### src/rtl/jtag_dtm.sv
// JTAG debug transport module: a TAP controller oversampled on the system clock, with the
// IDCODE, DTMCS, DMI and BYPASS data registers and a single-outstanding DMI request port.
//
// Ports:
//   clk, rst_n            system clock, asynchronous active-low reset
//   tclk, tms, tdi, trst  JTAG pins (trst active-low), all asynchronous to clk
//   tdo, tdo_en           JTAG data out and its drive enable, updated on TCK fall
//   dmi_req_*             DMI request (valid/ready, addr, data, op 1=read 2=write)
//   dmi_resp_*            DMI response (valid/ready, data, op 0=ok 2=failed)
module jtag_dtm #(
  parameter logic [31:0] IDCODE = 32'h1000_0001,
  parameter int unsigned ABITS  = 7
) (
  input  logic             clk,
  input  logic             rst_n,
  input  logic             tclk,
  input  logic             tms,
  input  logic             tdi,
  input  logic             trst,
  output logic             tdo,
  output logic             tdo_en,
  output logic             dmi_req_valid,
  input  logic             dmi_req_ready,
  output logic [ABITS-1:0] dmi_req_addr,
  output logic [31:0]      dmi_req_data,
  output logic [1:0]       dmi_req_op,
  input  logic             dmi_resp_valid,
  output logic             dmi_resp_ready,
  input  logic [31:0]      dmi_resp_data,
  input  logic [1:0]       dmi_resp_op
);

  localparam int unsigned DrW  = ABITS + 34;
  localparam int unsigned IdxW = $clog2(DrW);

  localparam logic [4:0] IrIdcode = 5'h01;
  localparam logic [4:0] IrDtmcs  = 5'h10;
  localparam logic [4:0] IrDmi    = 5'h11;

  typedef enum logic [3:0] {
    StTlr, StRti, StSelDr, StCapDr, StShiftDr, StExit1Dr, StPauseDr, StExit2Dr, StUpdDr,
    StSelIr, StCapIr, StShiftIr, StExit1Ir, StPauseIr, StExit2Ir, StUpdIr
  } tap_state_e;

  // Pin synchronizers; bit 1 is the synchronized value.
  logic [1:0] tck_sync_q, tms_sync_q, tdi_sync_q, trst_sync_q;
  logic       tck_prev_q;
  logic       tck_rise, tck_fall, tms_s, tdi_s, trst_s;

  tap_state_e state_q, state_d;

  logic [4:0]       ir_q, ir_d, ir_shift_q, ir_shift_d;
  logic [DrW-1:0]   dr_shift_q, dr_shift_d, dr_capture;
  logic [IdxW-1:0]  dr_msb;
  logic             tdo_q, tdo_d, tdo_en_q, tdo_en_d;

  logic             req_valid_q, req_valid_d, busy_q, busy_d;
  logic [ABITS-1:0] req_addr_q, req_addr_d, last_addr_q, last_addr_d;
  logic [31:0]      req_data_q, req_data_d, last_data_q, last_data_d;
  logic [1:0]       req_op_q, req_op_d, dmistat_q, dmistat_d;

  logic [31:0]      dtmcs;
  logic [1:0]       dmi_op_cap;
  logic             dmi_update, dtmcs_update, resp_accept;
  logic [ABITS-1:0] upd_addr;
  logic [31:0]      upd_data;
  logic [1:0]       upd_op;

  assign tms_s    = tms_sync_q[1];
  assign tdi_s    = tdi_sync_q[1];
  assign trst_s   = trst_sync_q[1];
  assign tck_rise = tck_sync_q[1] & ~tck_prev_q;
  assign tck_fall = ~tck_sync_q[1] & tck_prev_q;

  // TAP controller next state.
  always_comb begin
    state_d = state_q;
    if (!trst_s) begin
      state_d = StTlr;
    end else if (tck_rise) begin
      unique case (state_q)
        StTlr:     state_d = tms_s ? StTlr     : StRti;
        StRti:     state_d = tms_s ? StSelDr   : StRti;
        StSelDr:   state_d = tms_s ? StSelIr   : StCapDr;
        StCapDr:   state_d = tms_s ? StExit1Dr : StShiftDr;
        StShiftDr: state_d = tms_s ? StExit1Dr : StShiftDr;
        StExit1Dr: state_d = tms_s ? StUpdDr   : StPauseDr;
        StPauseDr: state_d = tms_s ? StExit2Dr : StPauseDr;
        StExit2Dr: state_d = tms_s ? StUpdDr   : StShiftDr;
        StUpdDr:   state_d = tms_s ? StSelDr   : StRti;
        StSelIr:   state_d = tms_s ? StTlr     : StCapIr;
        StCapIr:   state_d = tms_s ? StExit1Ir : StShiftIr;
        StShiftIr: state_d = tms_s ? StExit1Ir : StShiftIr;
        StExit1Ir: state_d = tms_s ? StUpdIr   : StPauseIr;
        StPauseIr: state_d = tms_s ? StExit2Ir : StPauseIr;
        StExit2Ir: state_d = tms_s ? StUpdIr   : StShiftIr;
        StUpdIr:   state_d = tms_s ? StSelDr   : StRti;
      endcase
    end
  end

  assign dtmcs      = {14'b0, 1'b0, 1'b0, 1'b0, 3'd1, dmistat_q, 6'(ABITS), 4'd1};
  assign dmi_op_cap = busy_q ? 2'd3 : dmistat_q;

  // Capture value and active length of the data register selected by IR.
  always_comb begin
    dr_capture = '0;
    dr_msb     = '0;
    case (ir_q)
      IrIdcode: begin
        dr_capture = DrW'({IDCODE[31:1], 1'b1});
        dr_msb     = IdxW'(31);
      end
      IrDtmcs: begin
        dr_capture = DrW'(dtmcs);
        dr_msb     = IdxW'(31);
      end
      IrDmi: begin
        dr_capture = {last_addr_q, last_data_q, dmi_op_cap};
        dr_msb     = IdxW'(DrW - 1);
      end
      default: ;  // BYPASS: one bit, captures 0
    endcase
  end

  // Shift paths, IR update and TDO.
  always_comb begin
    ir_d       = ir_q;
    ir_shift_d = ir_shift_q;
    dr_shift_d = dr_shift_q;
    tdo_d      = tdo_q;
    tdo_en_d   = tdo_en_q;
    if (tck_rise) begin
      case (state_q)
        StCapIr:   ir_shift_d = 5'b00001;
        StShiftIr: ir_shift_d = {tdi_s, ir_shift_q[4:1]};
        StCapDr:   dr_shift_d = dr_capture;
        StShiftDr: begin
          // Bits above the active length stay zero from capture.
          dr_shift_d         = dr_shift_q >> 1;
          dr_shift_d[dr_msb] = tdi_s;
        end
        default: ;
      endcase
    end
    if (tck_fall) begin
      tdo_d    = (state_q == StShiftIr) ? ir_shift_q[0] : dr_shift_q[0];
      tdo_en_d = (state_q == StShiftDr) || (state_q == StShiftIr);
      if (state_q == StUpdIr) ir_d = ir_shift_q;
    end
    if (!trst_s) tdo_en_d = 1'b0;
    if (!trst_s || state_q == StTlr) ir_d = IrIdcode;
  end

  assign dmi_update   = tck_fall && (state_q == StUpdDr) && (ir_q == IrDmi);
  assign dtmcs_update = tck_fall && (state_q == StUpdDr) && (ir_q == IrDtmcs);
  assign upd_addr     = dr_shift_q[DrW-1 -: ABITS];
  assign upd_data     = dr_shift_q[33:2];
  assign upd_op       = dr_shift_q[1:0];
  // A response only counts once its request has been handed over (possibly this same clk).
  assign resp_accept  = dmi_resp_valid && busy_q && (!req_valid_q || dmi_req_ready);

  // DMI request/response bookkeeping.
  always_comb begin
    req_valid_d = req_valid_q;
    req_addr_d  = req_addr_q;
    req_data_d  = req_data_q;
    req_op_d    = req_op_q;
    busy_d      = busy_q;
    dmistat_d   = dmistat_q;
    last_addr_d = last_addr_q;
    last_data_d = last_data_q;

    if (req_valid_q && dmi_req_ready) req_valid_d = 1'b0;
    if (resp_accept) begin
      busy_d      = 1'b0;
      last_data_d = dmi_resp_data;
      if (dmi_resp_op == 2'd2) dmistat_d = 2'd2;
    end

    if (dtmcs_update) begin
      if (dr_shift_q[16]) dmistat_d = 2'd0;
      if (dr_shift_q[17]) begin
        // Hard reset abandons the transaction; a late response then finds busy low.
        dmistat_d   = 2'd0;
        req_valid_d = 1'b0;
        busy_d      = 1'b0;
      end
    end

    if (dmi_update) begin
      if (busy_q) begin
        dmistat_d = 2'd3;
      end else if (dmistat_q == 2'd0 && (upd_op == 2'd1 || upd_op == 2'd2)) begin
        req_valid_d = 1'b1;
        busy_d      = 1'b1;
        req_addr_d  = upd_addr;
        req_data_d  = upd_data;
        req_op_d    = upd_op;
        last_addr_d = upd_addr;
      end
    end
  end

  always_ff @(posedge clk or negedge rst_n) begin
    if (!rst_n) begin
      tck_sync_q  <= '0;
      tms_sync_q  <= '0;
      tdi_sync_q  <= '0;
      trst_sync_q <= '0;
      tck_prev_q  <= 1'b0;
      state_q     <= StTlr;
      ir_q        <= IrIdcode;
      ir_shift_q  <= '0;
      dr_shift_q  <= '0;
      tdo_q       <= 1'b0;
      tdo_en_q    <= 1'b0;
      req_valid_q <= 1'b0;
      req_addr_q  <= '0;
      req_data_q  <= '0;
      req_op_q    <= '0;
      busy_q      <= 1'b0;
      dmistat_q   <= '0;
      last_addr_q <= '0;
      last_data_q <= '0;
    end else begin
      tck_sync_q  <= {tck_sync_q[0], tclk};
      tms_sync_q  <= {tms_sync_q[0], tms};
      tdi_sync_q  <= {tdi_sync_q[0], tdi};
      trst_sync_q <= {trst_sync_q[0], trst};
      tck_prev_q  <= tck_sync_q[1];
      state_q     <= state_d;
      ir_q        <= ir_d;
      ir_shift_q  <= ir_shift_d;
      dr_shift_q  <= dr_shift_d;
      tdo_q       <= tdo_d;
      tdo_en_q    <= tdo_en_d;
      req_valid_q <= req_valid_d;
      req_addr_q  <= req_addr_d;
      req_data_q  <= req_data_d;
      req_op_q    <= req_op_d;
      busy_q      <= busy_d;
      dmistat_q   <= dmistat_d;
      last_addr_q <= last_addr_d;
      last_data_q <= last_data_d;
    end
  end

  assign tdo            = tdo_q;
  assign tdo_en         = tdo_en_q;
  assign dmi_req_valid  = req_valid_q;
  assign dmi_req_addr   = req_addr_q;
  assign dmi_req_data   = req_data_q;
  assign dmi_req_op     = req_op_q;
  assign dmi_resp_ready = 1'b1;

endmodule

### config.mk
export PLATFORM = sky130hd
export DESIGN_NAME = jtag_dtm
export DESIGN_NICKNAME = d
export VERILOG_FILES = /design/src/rtl/jtag_dtm.sv
export SDC_FILE = /design/constraint.sdc
export NUM_CORES = 1
export LEC_CHECK = 0
export ABC_AREA = 1
export CAP_MARGIN = 20
export CORE_MARGIN = 5
export CORE_UTILIZATION = 35
export CTS_BUF_LIST = sky130_fd_sc_hd__clkbuf_8
export DETAILED_ROUTE_END_ITERATION = 12
export HOLD_SLACK_MARGIN = 0.12
export PLACE_DENSITY = 0.57
export SLEW_MARGIN = 20
export SYNTH_ARGS = -nofsm -noshare
export SYNTH_HDL_FRONTEND = slang
export SYNTH_SLANG_ARGS = --single-unit
### constraint.sdc
create_clock -name clk -period 1.9 [get_ports clk]
set_input_delay 0.57 -clock clk [delete_from_list [all_inputs] [get_ports clk]]
set_output_delay 0.57 -clock clk [all_outputs]
set_load 0.005 [all_outputs]
======== After elaboration in Yosys (flattened, before gate mapping) ========
Cells that the tools add are included.
operators by class
  bitwise operators ....................... 5
  multiplexer cells ....................... 48
  eq/ne operators ......................... 23
  reduce and logical (&&, ||, !) cells .... 28
  $lt $le $gt $ge ......................... 2
operator list
  operator                                                                             number
  41-bit case mux with 3 select lines                                                  1
  41-bit case mux with 2 select lines                                                  1
  4-bit case mux with 12 select lines                                                  1
  41-bit bitwise mux                                                                   1
  4-bit equality test, second input constant                                           8
  4-bit 2-to-1 mux                                                                     6
  2-bit 2-to-1 mux                                                                     11
  1-bit 2-to-1 mux                                                                     19
  4-bit by 3-bit equality test with 1-bit output, second input constant                4
  5-bit 2-to-1 mux                                                                     3
  6-bit case mux with 2 select lines                                                   1
  5-bit equality test, second input constant                                           2
  5-bit case mux with 2 select lines                                                   1
  4-bit by 2-bit equality test with 1-bit output, second input constant                2
  1-bit logical AND                                                                    8
  2-bit nonzero test                                                                   4
  6-bit by 7-bit < comparator with 1-bit output, second input constant                 1
  1-bit demux with 6-bit select                                                        1
  6-bit by 1-bit greater-or-equal comparator with 1-bit output, second input constant  1
  3-bit 2-to-1 mux                                                                     2
  2-bit AND reduction                                                                  3
  2-bit OR reduction                                                                   3
  5-bit by 1-bit equality test with 1-bit output, second input constant                1
  2-bit equality test, second input constant                                           2
  other kinds (11)                                                                     19
word-level totals
  register bits ........................... 143
  input bits .............................. 42

======== Longest topological paths before layout ========
  word-level depth ........................ 9
  gate-level depth with buffers ........... 10
  depth with buffers taken out ............ 9

======== Worst setup path before layout ========
Ideal clock, no wire load.
  kind .................................... reg2reg
  start point ............................. register ir_q[0]
  end point ............................... register req_data_q[31], in the netlist dmi_req_data[31]
  clock period less this slack ............ 1637 ps
  buffers on the path ..................... 1
  arrival time ............................ 1524 ps
  stages on the path, launching flop included .. 9
  path slack .............................. 263 ps
  data required time ...................... 1787 ps
  cell sequence ........................... dfstp_2 > inv_1 > nor2_1 > nand3_2 > nor3_4 > buf_2 > nand3_1 > nand2_1 > inv_1
between the ends
  word-level cells in the longest chain between the ends .. 3
ends and longest elaborated chain
  what                                  RTL line  source
  from (decl)                           52        logic [4:0] ir_q, ir_d, ir_shift_q, ir_shift_d;
  from (signal assigned)                213       ir_q <= IrIdcode;
  from (signal assigned)                233       ir_q <= ir_d;
  5-bit equality test                   155       assign dmi_update = tck_fall && (state_q == StUpdDr) && (ir_q == IrDmi);
  1-bit logical AND                     155
  3-bit AND reduction (no source line)  -
  to (signal assigned)                  240       req_data_q <= req_data_d;
  to (decl)                             59        logic [31:0] req_data_q, req_data_d, last_data_q, last_data_d;
Every way passes these cells.
A chain may end at the register's enable or synchronous reset.

======== Worst setup path in the final report ========
  start point ............................. register state_q[2]
  end point ............................... register req_data_q[19], in the netlist dmi_req_data[19]
between the ends
  word-level cells in the longest chain between the ends .. 4
ends and longest elaborated chain
  what                                  RTL line  source
  from (decl)                           50        tap_state_e state_q, state_d;
  from (signal assigned)                212       state_q <= StTlr;
  from (signal assigned)                232       state_q <= state_d;
  4-bit equality test                   155
  1-bit logical AND (2 in a row)        155
  3-bit AND reduction (no source line)  -
Every way passes these cells.

==> out/qor.yml <==
synth:
  netlist_area_um2: 6660
  async_flop_share_pct: 100
  synth.top_cells.by_count: "nand2_1, inv_1, dfrtp_1"
  yosysSeqAreaShare_pct: 53.8
  synth.most_common_cell: "nand2_1"
  ys.flop_type: "dfrtp_1"
  yosys_warnings: 0
  synth_cells: 865
  synth_cell_type_count: 28
  synth_area_leader_cell: "dfrtp_1"
  netlist.area_leader.share_pct: 53.4
  avgSynthCellArea_um2: 7.69
  netlist_top_cells_area: "dfrtp_1, nand2_1, inv_1"
  synth_edf_count: 0
  ys_ff_latch: 143
  synth_nets: 907
clock_network:
  clk_latency_ps: 440
  cts_tree: "yes"
  htreeDepth: 4
  cts_max_path_buffers: 2
  cts_root_buf: "clkbuf_8"
  clk_transition_reported_paths_ps: 80
  cts_sinks: 143
  cts_buffers: 17
sta:
  finalSetupTns_ps: 0
  final-hold-violation-count: 0
  fin_crit_ps: 1730
  setup-violations-final: 0
  clock_skew_ps: 9.48
  whs_ps: 346
  fin_crit_sh_pct: 90.8
  max_freq_mhz: 579
  rsz0062_at_grt: "no"
  slew_viol_final: 0
route:
  wl_per_cell_um: 13.2
  avgViaCountPerCell: 4.53
  drt_pass1_iterations: 5
  drt-total-wl_um: 16200
  vias: 5545
  ant_nets: 0
  initialDrtViolationCount: 416
  drc: 0
grt:
  grt_max_degree: 45
  grt_pass1_wl_um: 27300
  met3_usage_pct: 4.14
  grt-busiest-layer: "met1"
  grt_overflow_total: 0
  grtUsageTotal_pct: 15.5
  grtUsageMet2_pct: 20.9
  grt_pass1_vias: 5204
  grt_antenna_before_repair: 0
  grtUsageMet1_pct: 24.5
final_layout:
  synthToLayoutAreaGrowth_pct: 27.2
  fillCellCount: 1895
  nNetsFinal: 1020
  drive_gt1_share_pct: 9.28
  final_util_pct: 45.2
  final_cell_area_um2: 8460
  num_antenna_cells: 0
floorplan:
  ios: 87
  coreArea_um2: 18700
  die_x_um: 148
  initial_utilization_pct: 35.6
  dieArea_um2: 21900
  num_rows: 50
  die_h_um: 148
worst_setup_path:
  cpPeakStageDelay_ps: 470
  cp.required_ps: 2240
  crit_chain: "nor2_2 -> nand2_2 -> nor3_4 -> buf_12 -> nand3_1 -> nand2_1 -> inv_1"
  critPathArrivalTime_ps: 2070
  critical_path_class: "reg -> reg"
  cp_num_buf_inv: 2
  cp_max_fo: 35
  start_kind: "flop"
  cp_slowest_cell: "dfrtp_1"
  end_kind: "flop"
  crit_family: "simple AND/OR/NAND/NOR gates"
power:
  power.internal_mw: 4.79
  total_power_mw: 6.50
  p_leak_nw: 4.83
  clockPowerShare_pct: 35.8
  seq_power_share_pct: 55.6
  swShare_pct: 26.3
  peakVddDrop_mv: 0.410
  powerDensity_nw_per_um2: 768
  p_comb_share_pct: 8.7
  switchingPower_mw: 1.71
placed_design:
  io_buffers: 85
  place.gp.congestion: 0.821
  placed_area_um2: 7980
  dp_hpwl_um: 11800
job:
  cap_violations: 0
worst_hold_path:
  hold_class: "reg -> reg"
status:
  status: "complete, no violations"
==> cell usage in the layout, fill, tap and decap left out, types with 2 or more instances in the layout <==
cell,synthesis,routed
a21oi_1,65,65
clkinvlp_4,0,3
nand2_1,287,287
clkinv_4,0,4
buf_4,3,35
inv_1,147,149
inv_2,3,3
o21ai_0,21,21
nand3_1,72,72
dfrtp_1,142,142
clkdlybuf4s50_1,0,40
nor3_4,1,2
clkinv_2,0,3
bufinv_16,0,2
nor2_2,4,4
buf_6,4,2
nor2_1,56,55
dlygate4sd2_1,0,34
buf_12,0,10
dlymetal6s2s_1,0,10
nand4_1,4,4
nor3_1,3,3
clkbuf_8,0,17
nand2_2,3,3
a22oi_1,8,8
o211ai_1,2,2
==> layer usage <==
metal / wire [um] / part of all wire (%)
met5: 0 / 0
met1: 8590 / 53
met4: 191 / 1.2
met3: 794 / 4.9
met2: 6600 / 41
==> registers in the layout, indices dropped and copies added, names as in the netlist, 4 cells and up <==
register      cells
dmi_req_data     32
dr_shift_q       41
ir_q              5
ir_shift_q        5
last_addr_q       7
last_data_q      32
state_q           4
==> worst paths after layout <==
kind,from,to,slack [ps],depth (start not counted)
max,state_q[2],dmi_req_data[19],170,7
min,trst_sync_q[0],trst_sync_q[1],350,0
max reg2reg,state_q[2],dmi_req_data[19],170,7
min reg2reg,trst_sync_q[0],trst_sync_q[1],350,0
max in group asynchronous,rst_n,ir_q[0],710,3
min in group asynchronous,rst_n,tck_sync_q[0],600,2
==> final cells by class <==
cell class / count / area (um^2) / share of cell area, %
clock buffers: 17 / 234 / 2.76
flip-flops and latches: 143 / 3580 / 42.3
multi-input cells: 533 / 2320 / 27.4
inverters: 151 / 567 / 6.70
clock inverters: 15 / 149 / 1.76
repair buffers: 132 / 1320 / 15.6
well taps: 234 / 293 / 3.46
==> through the flow <==
| step | cells | worst slack (ps) |
|---|---|---|
| after floorplan | 865 | 263 |
| after global placement | 1179 | 44.7 |
| after detailed placement | 1179 | 37.5 |
| after CTS | 1224 | 0.175 |
| after global routing | 1225 | 4.57 |
| final | 1225 | 174 |
==> power by group through the flow <==
stage | Clock [mW] | Combinational (mW) | Sequential [mW]
floorplan | 0 | 0.307 | 3.57
global placement | 0 | 0.548 | 3.67
detailed placement | 0 | 0.576 | 3.67
CTS | 2.42 | 0.579 | 3.61
global route | 2.55 | 0.666 | 3.65
finish | 2.32 | 0.563 | 3.61
==> cell families (layout without fill, tap and decap cells) <==
family,after synthesis,in the layout,synth area share [%]
other,1,1,0.0563
XOR/XNOR,1,1,0.132
AO/OA/AOI/OAI,97,97,7.73
AND/OR/NAND/NOR,434,434,26.8
buffers and inverters,189,315,11.5
flip-flops,143,143,53.8
==> what timing repair did <==
item | in CTS | in global routing
setup buffers | 12 | 1
setup endpoints to repair | 38 | 12
hold buffers | 1 | 0
resized for setup | 34 | 12
hold endpoints to repair | 32 | 0
Power figures use the tool's default switching activity.
